[src/rtl/hazard_ctrl.sv]
// Pipeline sequencing controller: stall/flush strobes, execute-stage forwarding,
// start-up bubble sequence, data-memory wait/timeout FSM and saturating perf counters.
module hazard_ctrl #(
   parameter int unsigned INIT_CYCLES = 2,
   parameter int unsigned MAX_WAIT    = 64,
   parameter int unsigned CNT_WIDTH   = 32
) (
   input  logic                 clk,
   input  logic                 rst,
   input  logic [4:0]           rs1_d,
   input  logic [4:0]           rs2_d,
   input  logic [4:0]           rs1_e,
   input  logic [4:0]           rs2_e,
   input  logic [4:0]           rd_e,
   input  logic [1:0]           res_src_e,
   input  logic                 pc_src_e,
   input  logic [4:0]           rd_m,
   input  logic                 reg_write_m,
   input  logic [4:0]           rd_w,
   input  logic                 reg_write_w,
   input  logic                 dmem_busy,
   input  logic                 err_clr,
   output logic                 stall_f,
   output logic                 stall_d,
   output logic                 stall_e,
   output logic                 stall_m,
   output logic                 stall_w,
   output logic                 flush_d,
   output logic                 flush_e,
   output logic [1:0]           forward_a_e,
   output logic [1:0]           forward_b_e,
   output logic                 timeout_err,
   output logic [CNT_WIDTH-1:0] stall_cycles,
   output logic [CNT_WIDTH-1:0] flush_count,
   output logic [1:0]           state
);

   localparam int unsigned INIT_W = (INIT_CYCLES > 1) ? $clog2(INIT_CYCLES) : 1;
   localparam int unsigned WAIT_W = $clog2(MAX_WAIT);

   typedef enum logic [1:0] {
      S_INIT     = 2'b00,
      S_RUN      = 2'b01,
      S_MEM_WAIT = 2'b10,
      S_ERROR    = 2'b11
   } state_t;

   state_t              state_q;
   logic [INIT_W-1:0]   init_cnt;
   logic [WAIT_W-1:0]   wait_cnt;
   logic                lw_stall;
   logic                freeze;
   logic                branch_fire;

   assign state = state_q;

   // Memory stage result is newer than writeback, so it wins.
   function automatic logic [1:0] fwd_sel(input logic [4:0] rs,
                                          input logic [4:0] rdm, input logic wm,
                                          input logic [4:0] rdw, input logic ww);
      logic [1:0] sel;
      sel = 2'b00;
      if (wm && (rdm != 5'd0) && (rdm == rs))
         sel = 2'b10;
      else if (ww && (rdw != 5'd0) && (rdw == rs))
         sel = 2'b01;
      return sel;
   endfunction

   assign lw_stall = (res_src_e == 2'b01) && (rd_e != 5'd0) &&
                     ((rd_e == rs1_d) || (rd_e == rs2_d));

   // Strobes are combinational from registered state plus current inputs.
   always_comb begin
      stall_f     = 1'b0;
      stall_d     = 1'b0;
      stall_e     = 1'b0;
      stall_m     = 1'b0;
      stall_w     = 1'b0;
      flush_d     = 1'b0;
      flush_e     = 1'b0;
      forward_a_e = 2'b00;
      forward_b_e = 2'b00;
      freeze      = 1'b0;
      branch_fire = 1'b0;
      if (rst) begin
         flush_d = 1'b1;
         flush_e = 1'b1;
         stall_f = 1'b1;
      end else begin
         forward_a_e = fwd_sel(rs1_e, rd_m, reg_write_m, rd_w, reg_write_w);
         forward_b_e = fwd_sel(rs2_e, rd_m, reg_write_m, rd_w, reg_write_w);
         case (state_q)
            S_INIT: begin
               flush_d = 1'b1;
               flush_e = 1'b1;
               stall_f = 1'b1;
            end
            S_RUN, S_MEM_WAIT: begin
               if (dmem_busy) begin
                  freeze = 1'b1;
               end else if (pc_src_e) begin
                  branch_fire = 1'b1;
               end else if (lw_stall) begin
                  stall_f = 1'b1;
                  stall_d = 1'b1;
                  flush_e = 1'b1;
               end
            end
            S_ERROR: freeze = 1'b1;
            default: freeze = 1'b1;
         endcase
         if (freeze) begin
            stall_f = 1'b1;
            stall_d = 1'b1;
            stall_e = 1'b1;
            stall_m = 1'b1;
            stall_w = 1'b1;
         end
         if (branch_fire) begin
            flush_d = 1'b1;
            flush_e = 1'b1;
         end
      end
   end

   // FSM, wait/init counters, sticky error and saturating counters.
   always_ff @(posedge clk) begin
      if (rst) begin
         state_q      <= S_INIT;
         init_cnt     <= '0;
         wait_cnt     <= '0;
         timeout_err  <= 1'b0;
         stall_cycles <= '0;
         flush_count  <= '0;
      end else begin
         if (stall_f && (state_q != S_INIT) && (stall_cycles != '1))
            stall_cycles <= stall_cycles + CNT_WIDTH'(1);
         if (branch_fire && (flush_count != '1))
            flush_count <= flush_count + CNT_WIDTH'(1);
         case (state_q)
            S_INIT: begin
               if (init_cnt == INIT_W'(INIT_CYCLES - 1)) begin
                  state_q  <= S_RUN;
                  init_cnt <= '0;
               end else begin
                  init_cnt <= init_cnt + INIT_W'(1);
               end
            end
            S_RUN: begin
               if (dmem_busy) begin
                  state_q  <= S_MEM_WAIT;
                  wait_cnt <= WAIT_W'(1);
               end
            end
            S_MEM_WAIT: begin
               if (dmem_busy) begin
                  if (wait_cnt == WAIT_W'(MAX_WAIT - 1)) begin
                     state_q     <= S_ERROR;
                     timeout_err <= 1'b1;
                  end else begin
                     wait_cnt <= wait_cnt + WAIT_W'(1);
                  end
               end else begin
                  state_q  <= S_RUN;
                  wait_cnt <= '0;
               end
            end
            S_ERROR: begin
               if (err_clr) begin
                  state_q     <= S_RUN;
                  wait_cnt    <= '0;
                  timeout_err <= 1'b0;
               end
            end
            default: state_q <= S_INIT;
         endcase
      end
   end

endmodule
[config.mk]
export PLATFORM = sky130hd
export DESIGN_NAME = hazard_ctrl
export DESIGN_NICKNAME = d
export VERILOG_FILES = /design/src/rtl/hazard_ctrl.sv
export SDC_FILE = /design/constraint.sdc
export NUM_CORES = 1
export LEC_CHECK = 0
export CAP_MARGIN = 0
export CORE_ASPECT_RATIO = 0.5
export CORE_UTILIZATION = 48
export CTS_CLUSTER_DIAMETER = 150
export DETAILED_ROUTE_END_ITERATION = 8
export GPL_TIMING_DRIVEN = 1
export PLACE_DENSITY = 0.86
export SKIP_LAST_GASP = 1
export SYNTH_ARGS = -nofsm -noshare
export SYNTH_HDL_FRONTEND = slang
export SYNTH_SLANG_ARGS = --single-unit
[constraint.sdc]
create_clock -name clk -period 3.8 [get_ports clk]
set_input_delay 1.14 -clock clk [delete_from_list [all_inputs] [get_ports clk]]
set_output_delay 1.14 -clock clk [all_outputs]
set_load 0.005 [all_outputs]
# Word level (Yosys, flattened, before mapping)
# Index checks and enable logic that the tools add are counted.
# Widths: inputs -> output; s select.
[totals]
output_inout_bits = 78
n_memories = 0
latch_bits = 0
mem_bits_rw = 0
rom_bits = 0
ff_bits = 74
[op_classes]
muxes = 46
shifts = 0
n_eq_ne = 20
reduce_logical = 23
add_sub_neg = 4
div = 0
magnitude_cmp = 0
bitwise = 0
n_mul = 0
[op_table]
columns = ["cell", "count"]
rows = [
  ["$add 32x1->32 const B", 2],
  ["$ne 32x32->1 const B", 2],
  ["$eq 5x5->1", 6],
  ["$mux 1", 28],
  ["$mux 6", 4],
  ["$mux 2", 9],
  ["$pmux 6 s3", 1],
  ["$reduce_bool 5->1", 3],
  ["$reduce_and 4->1", 3],
  ["$logic_and 1x1->1", 11],
  ["$ne 2x2->1 const B", 5],
  ["$pmux 2 s4", 1],
  ["$add 6x1->6 const B", 1],
  ["$eq 6x6->1 const B", 1],
  ["$ne 3x3->1 const B", 2],
  ["$pmux 1 s2", 3],
  ["$eq 2x1->1 const B", 2],
  ["$eq 2x2->1 const B", 2],
  ["$reduce_bool 2->1", 2],
  ["$reduce_bool 3->1", 1],
  ["$logic_not 2->1", 1],
  ["$reduce_or 2->1", 1],
  ["$add 1x1->1 const B", 1],
  ["$logic_or 1x1->1", 1],
]

# Logic depth before layout (Yosys ltp)
[depth]
depth_word = 11
mapped_depth = 11
depth_no_buf = 8

# Worst setup path after synthesis
# No wires, ideal clock.
[synth_path]
path_kind = "input-to-output"
start = "input port rd_m[1]"
end = "output port forward_a_e[0]"
cell_stages = 4
required_time_ns = 2.660
arrival_ns = 2.365
path_buffers = 0
path_slack_ns = 0.295
cell_sequence = "or4_1 o21ai_0 nor3_1 nor4_1"
[synth_via]
elab_chain_len = 5
elab_cells_between_ends = 6
classes_between = "1 x eq/ne; 2 x mux; 3 x reduce/logical"
[synth_rtl]
columns = ["element", "line", "source"]
rows = [
  ["from (decl)", "17", "input logic [4:0] rd_m,"],
  ["$reduce_bool 5->1", "63", "if (wm && (rdm != 5'd0) && (rdm == rs))"],
  ["$logic_and 1x1->1", "63", ""],
  ["$logic_and 1x1->1 *", "63", ""],
  ["$mux 2 *", "63", ""],
  ["$mux 2 *", "86", "if (rst) begin"],
  ["to (decl)", "30", "output logic [1:0] forward_a_e,"],
]
# Every way passes the cells marked *; elsewhere a longest branch is shown, timed or not.

# Worst setup path after layout
[layout_path]
start = "input port rs2_d[2]"
end = "output port flush_e"
[layout_via]
elab_chain_len = 9
[layout_rtl]
columns = ["element", "line", "source"]
rows = [
  ["from (decl)", "11", "input logic [4:0] rs2_d,"],
  ["$eq 5x5->1", "71", "((rd_e == rs1_d) || (rd_e == rs2_d));"],
  ["$logic_or 1x1->1", "71", ""],
  ["$logic_and 1x1->1", "70", "assign lw_stall = (res_src_e == 2'b01) && (rd_e != 5'd0) &&"],
  ["$mux 1", "104", "end else if (lw_stall) begin"],
  ["$mux 1", "102", "end else if (pc_src_e) begin"],
  ["$mux 1", "100", "if (dmem_busy) begin"],
  ["$pmux 1 s2", "93", "case (state_q)"],
  ["$mux 1", "120", "if (branch_fire) begin"],
  ["$mux 1", "86", ""],
  ["to (decl)", "29", "output logic flush_e,"],
]
# No other way between the ends.

==> flow_summary_export.csv <==
group,metric,value,unit
clock_network,path_clk_slew,0.05,ns
place,place_congestion,0.8192,
grt,grt.total_usage,24.38,%
worst_setup_path,crit_type,"in2out",
logic_synthesis,postSynth.asyncResetShare,0,%
worst_setup_path,reg2reg_from,"state[0]",
logic_synthesis,ys_seq_elements,74,
worst_setup_path,rr_worst_depth,11,
timing,skew,0.004213,ns
worst_setup_path,cp.required,2.66,ns
die,start_util,51.05,%
logic_synthesis,mappedNetlistArea,0.004217,sq mm
worst_setup_path,worst_path_max_delay_cell,"clkdlybuf4s50_1",
power_and_ir_drop,sequentialPowerShare,40.0,%
worst_setup_path,worst-path-max-fanout,2,
logic_synthesis,yosys.area_share.simple,30.00,%
timing,period_share,98.84,%
drt,drc,0,
timing,drv_slew,0,
drt,drtPass1Iterations,5,
min_path,hp-class,"reg2reg",
logic_synthesis,synth_edf_count,0,
worst_setup_path,path_cells,"clkdlybuf4s50_1, xor2_1, nor2_1, a22oi_2, nor2_2, buf_4, nor2_1, o211ai_1, buf_2",
clock_network,cts-htree-levels,3,
worst_setup_path,crit_start,"rs2_d[2]",
clock_network,tritoncts,"built",
logic_synthesis,synth_area_per_cell,8.300,sq um
power_and_ir_drop,pwr-share-clk,37.2,%
logic_synthesis,synth_area_leaders,"dfxtp_1, xor2_1, xnor2_1",
worst_setup_path,r2r_end,"stall_cycles[19]",
logic_synthesis,synth_fa_ha_area_share,2.374,%
finish,nNetsFinal,727,
timing,worst_pin_slew,0.5806,ns
die,boundaryPins,122,
logic_synthesis,synth_compound_area_share,13.62,%
logic_synthesis,yosysWarnings,0,
die,die_area,0.009186,sq mm
worst_setup_path,critPathCaptureType,"output port",
worst_setup_path,crit_end,"flush_e",
grt,grt_pass1_wl,17860,microns
place,dpl.hpwl,8146,microns
worst_setup_path,cp.depth,9,
die,core.rowCount,23,
clock_network,clock_latency,0.33,ns
worst_setup_path,slowest_delay,0.43,ns
drt,drt_wl_total,11330,microns
clock_network,clockBufferDepth,2,
logic_synthesis,synth_mux_area_share,0.7715,%
drt,vias_per_cell,5.568,
logic_synthesis,yosys-top-cells-count,"dfxtp_1, nor2_1, xor2_1, nand2_1, xnor2_1",
logic_synthesis,synthCells,508,
finish,drive_above_1_share,15.15,%
logic_synthesis,synth_top_family_by_area,"simple AND/OR/NAND/NOR gates",
finish,fillers,577,
logic_synthesis,synth-xor-area-share,13.92,%
clock_network,root_buffer,"clkbuf_16",
grt,grt_pass1_vias,4051,
timing,timing.fmax,266.2,MHz
clock_network,holdBufCountCts,0,
die,die_h,68.28,microns
timing,fin_setup_tns,0,ns
finish,antenna_cells,0,
logic_synthesis,synth_nets,560,
run,cap_violations,0,
power_and_ir_drop,total_power,2.049,mW
drt,routed-via-count,4410,
finish,syn2layout_area_growth,46.94,%
die,die-width,134.5,microns
power_and_ir_drop,p_int,1.487,mW
clock_network,cts_buffers,9,
power_and_ir_drop,ir_drop,300.1,uV
finish,final_core_util,75.02,%
die,coreArea,0.008259,sq mm
grt,antenna_found_initial,0,
timing,setup_viol,0,
worst_setup_path,cp.arrival,2.62,ns
logic_synthesis,synth_seq_area_share,35.13,%
logic_synthesis,synth_top_area_cell,"dfxtp_1",
power_and_ir_drop,pwr-share-comb,22.7,%
drt,drtIter0Drc,237,
grt,overflow,0,
place,placedCellCount,761,
worst_setup_path,timing.reg2reg.setup_slack,0.93,ns
worst_setup_path,path_common_cell,"nor2_1",
power_and_ir_drop,power_leakage,2.282,nW
worst_setup_path,worst_setup_path_start_kind,"input port",
logic_synthesis,yosysMostFrequentCell,"dfxtp_1",
power_and_ir_drop,power_density,330.7,mW/mm^2
finish,regArea,0.001481,sq mm
power_and_ir_drop,p_sw,561.5,uW
power_and_ir_drop,swShare,27.40,%
grt,grt_max_degree,55,
timing,slew_headroom,61.30,%
clock_network,clock_sinks,74,
worst_setup_path,crit_family,"buffers and inverters",
drt,wl_per_cell,14.30,microns
finish,stdcell_count,792,
place,port_buffers,121,
timing,finalCriticalPeriod,3.756,ns
timing,hold_violations,0,
status,outcome,"finished, final reports clean",
logic_synthesis,ys_types,55,
worst_setup_path,crit_buf_inv,3,
drt,drtAntennaViolNets,0,
logic_synthesis,synth-main-ff-cell,"dfxtp_1",
finish,multi_input_area,0.002610,sq mm
logic_synthesis,yosysTopAreaCellShare,35.13,%
min_path,whs_path_depth,2,
## layer usage
| metal | routed length [microns] | share of wire [%] | vias up | global-route usage (%) |
|---|---|---|---|---|
| met3 | 547 | 4.8 | 8 | 5.852 |
| met2 | 5884 | 52 | 127 | 47.41 |
| met1 | 4816 | 43 | 2095 | 27.34 |
| met5 | 0 | 0 | - | 0 |
| met4 | 76 | 0.67 | 0 | 6.461 |
| li1 | - | - | 2180 | - |
## tightest hold or removal path: cells and delay by family (launching register included)
kind,cells,cell delay (ns)
compound gates,2,0.14
flops,1,0.32
## registers in the layout, indices dropped and copies added, names as in the netlist
register	flops
flush_count	32
init_cnt	1
stall_cycles	32
state	2
timeout_err	1
wait_cnt	6
## power by group through the flow
| stage | clock (mW) | combinational, mW | sequential (mW) |
|---|---|---|---|
| floorplan | 0 | 0.244 | 0.832 |
| global placement | 0 | 0.422 | 0.836 |
| detailed placement | 0 | 0.432 | 0.837 |
| CTS | 0.773 | 0.441 | 0.820 |
| global route | 0.809 | 0.510 | 0.825 |
| finish | 0.763 | 0.466 | 0.820 |
## timing repair
action,in CTS,in global routing
endpoints found under the hold margin,0,0
setup endpoints to repair,10,25
setup buffers,10,5
resized for setup,47,24
pin swaps,12,17
## cell families after synthesis
logic type,count (synthesis)
multiplexers,3
AND/OR/NAND/NOR,234
XOR/XNOR,67
adder cells (fa/ha/maj),8
buffers and inverters,35
AO/OA/AOI/OAI,87
flip-flops,74
## layout make-up
class	count	share of cell area, %
clock buffer	14	4.099
clock inverter	2	0.2019
inverter	13	0.7876
multi-input combinational	399	42.12
sequential	74	23.91
tap	112	2.262
timing repair buffer	178	26.62
## worst min path at each step
stage | from | to | slack [ns]
floorplan | wait_cnt[5] | wait_cnt[5] | 0.47
global placement | flush_count[23] | flush_count[23] | 0.48
detailed placement | flush_count[23] | flush_count[23] | 0.49
CTS | flush_count[23] | flush_count[23] | 0.50
global route | stall_cycles[18] | stall_cycles[18] | 0.54
finish | flush_count[23] | flush_count[23] | 0.50
## cell usage in the layout, fill, tap and decap left out, types with 23 or more instances in the layout
cell type / n
clkdlybuf4s50_1: 86
dfxtp_1: 74
nor2_1: 56
buf_4: 52
xor2_1: 39
nand2_1: 32
xnor2_1: 28
nand4_1: 27
a21oi_1: 26
or3_1: 23
nand3_1: 23
o21ai_0: 23
## through the flow
stage	setup WS [ns]	hold WS, ns	instance area (sq um)
6_report	0.04411	0.5030	6196
4_1_cts	-0.05959	0.5006	6090
5_1_grt	-0.03714	0.5387	6196
3_3_place_gp	-0.6020	0.4836	5751
2_1_floorplan	0.2949	0.4711	4217
3_5_place_dp	-0.6001	0.4927	5751
Power figures use the tool's default switching activity.
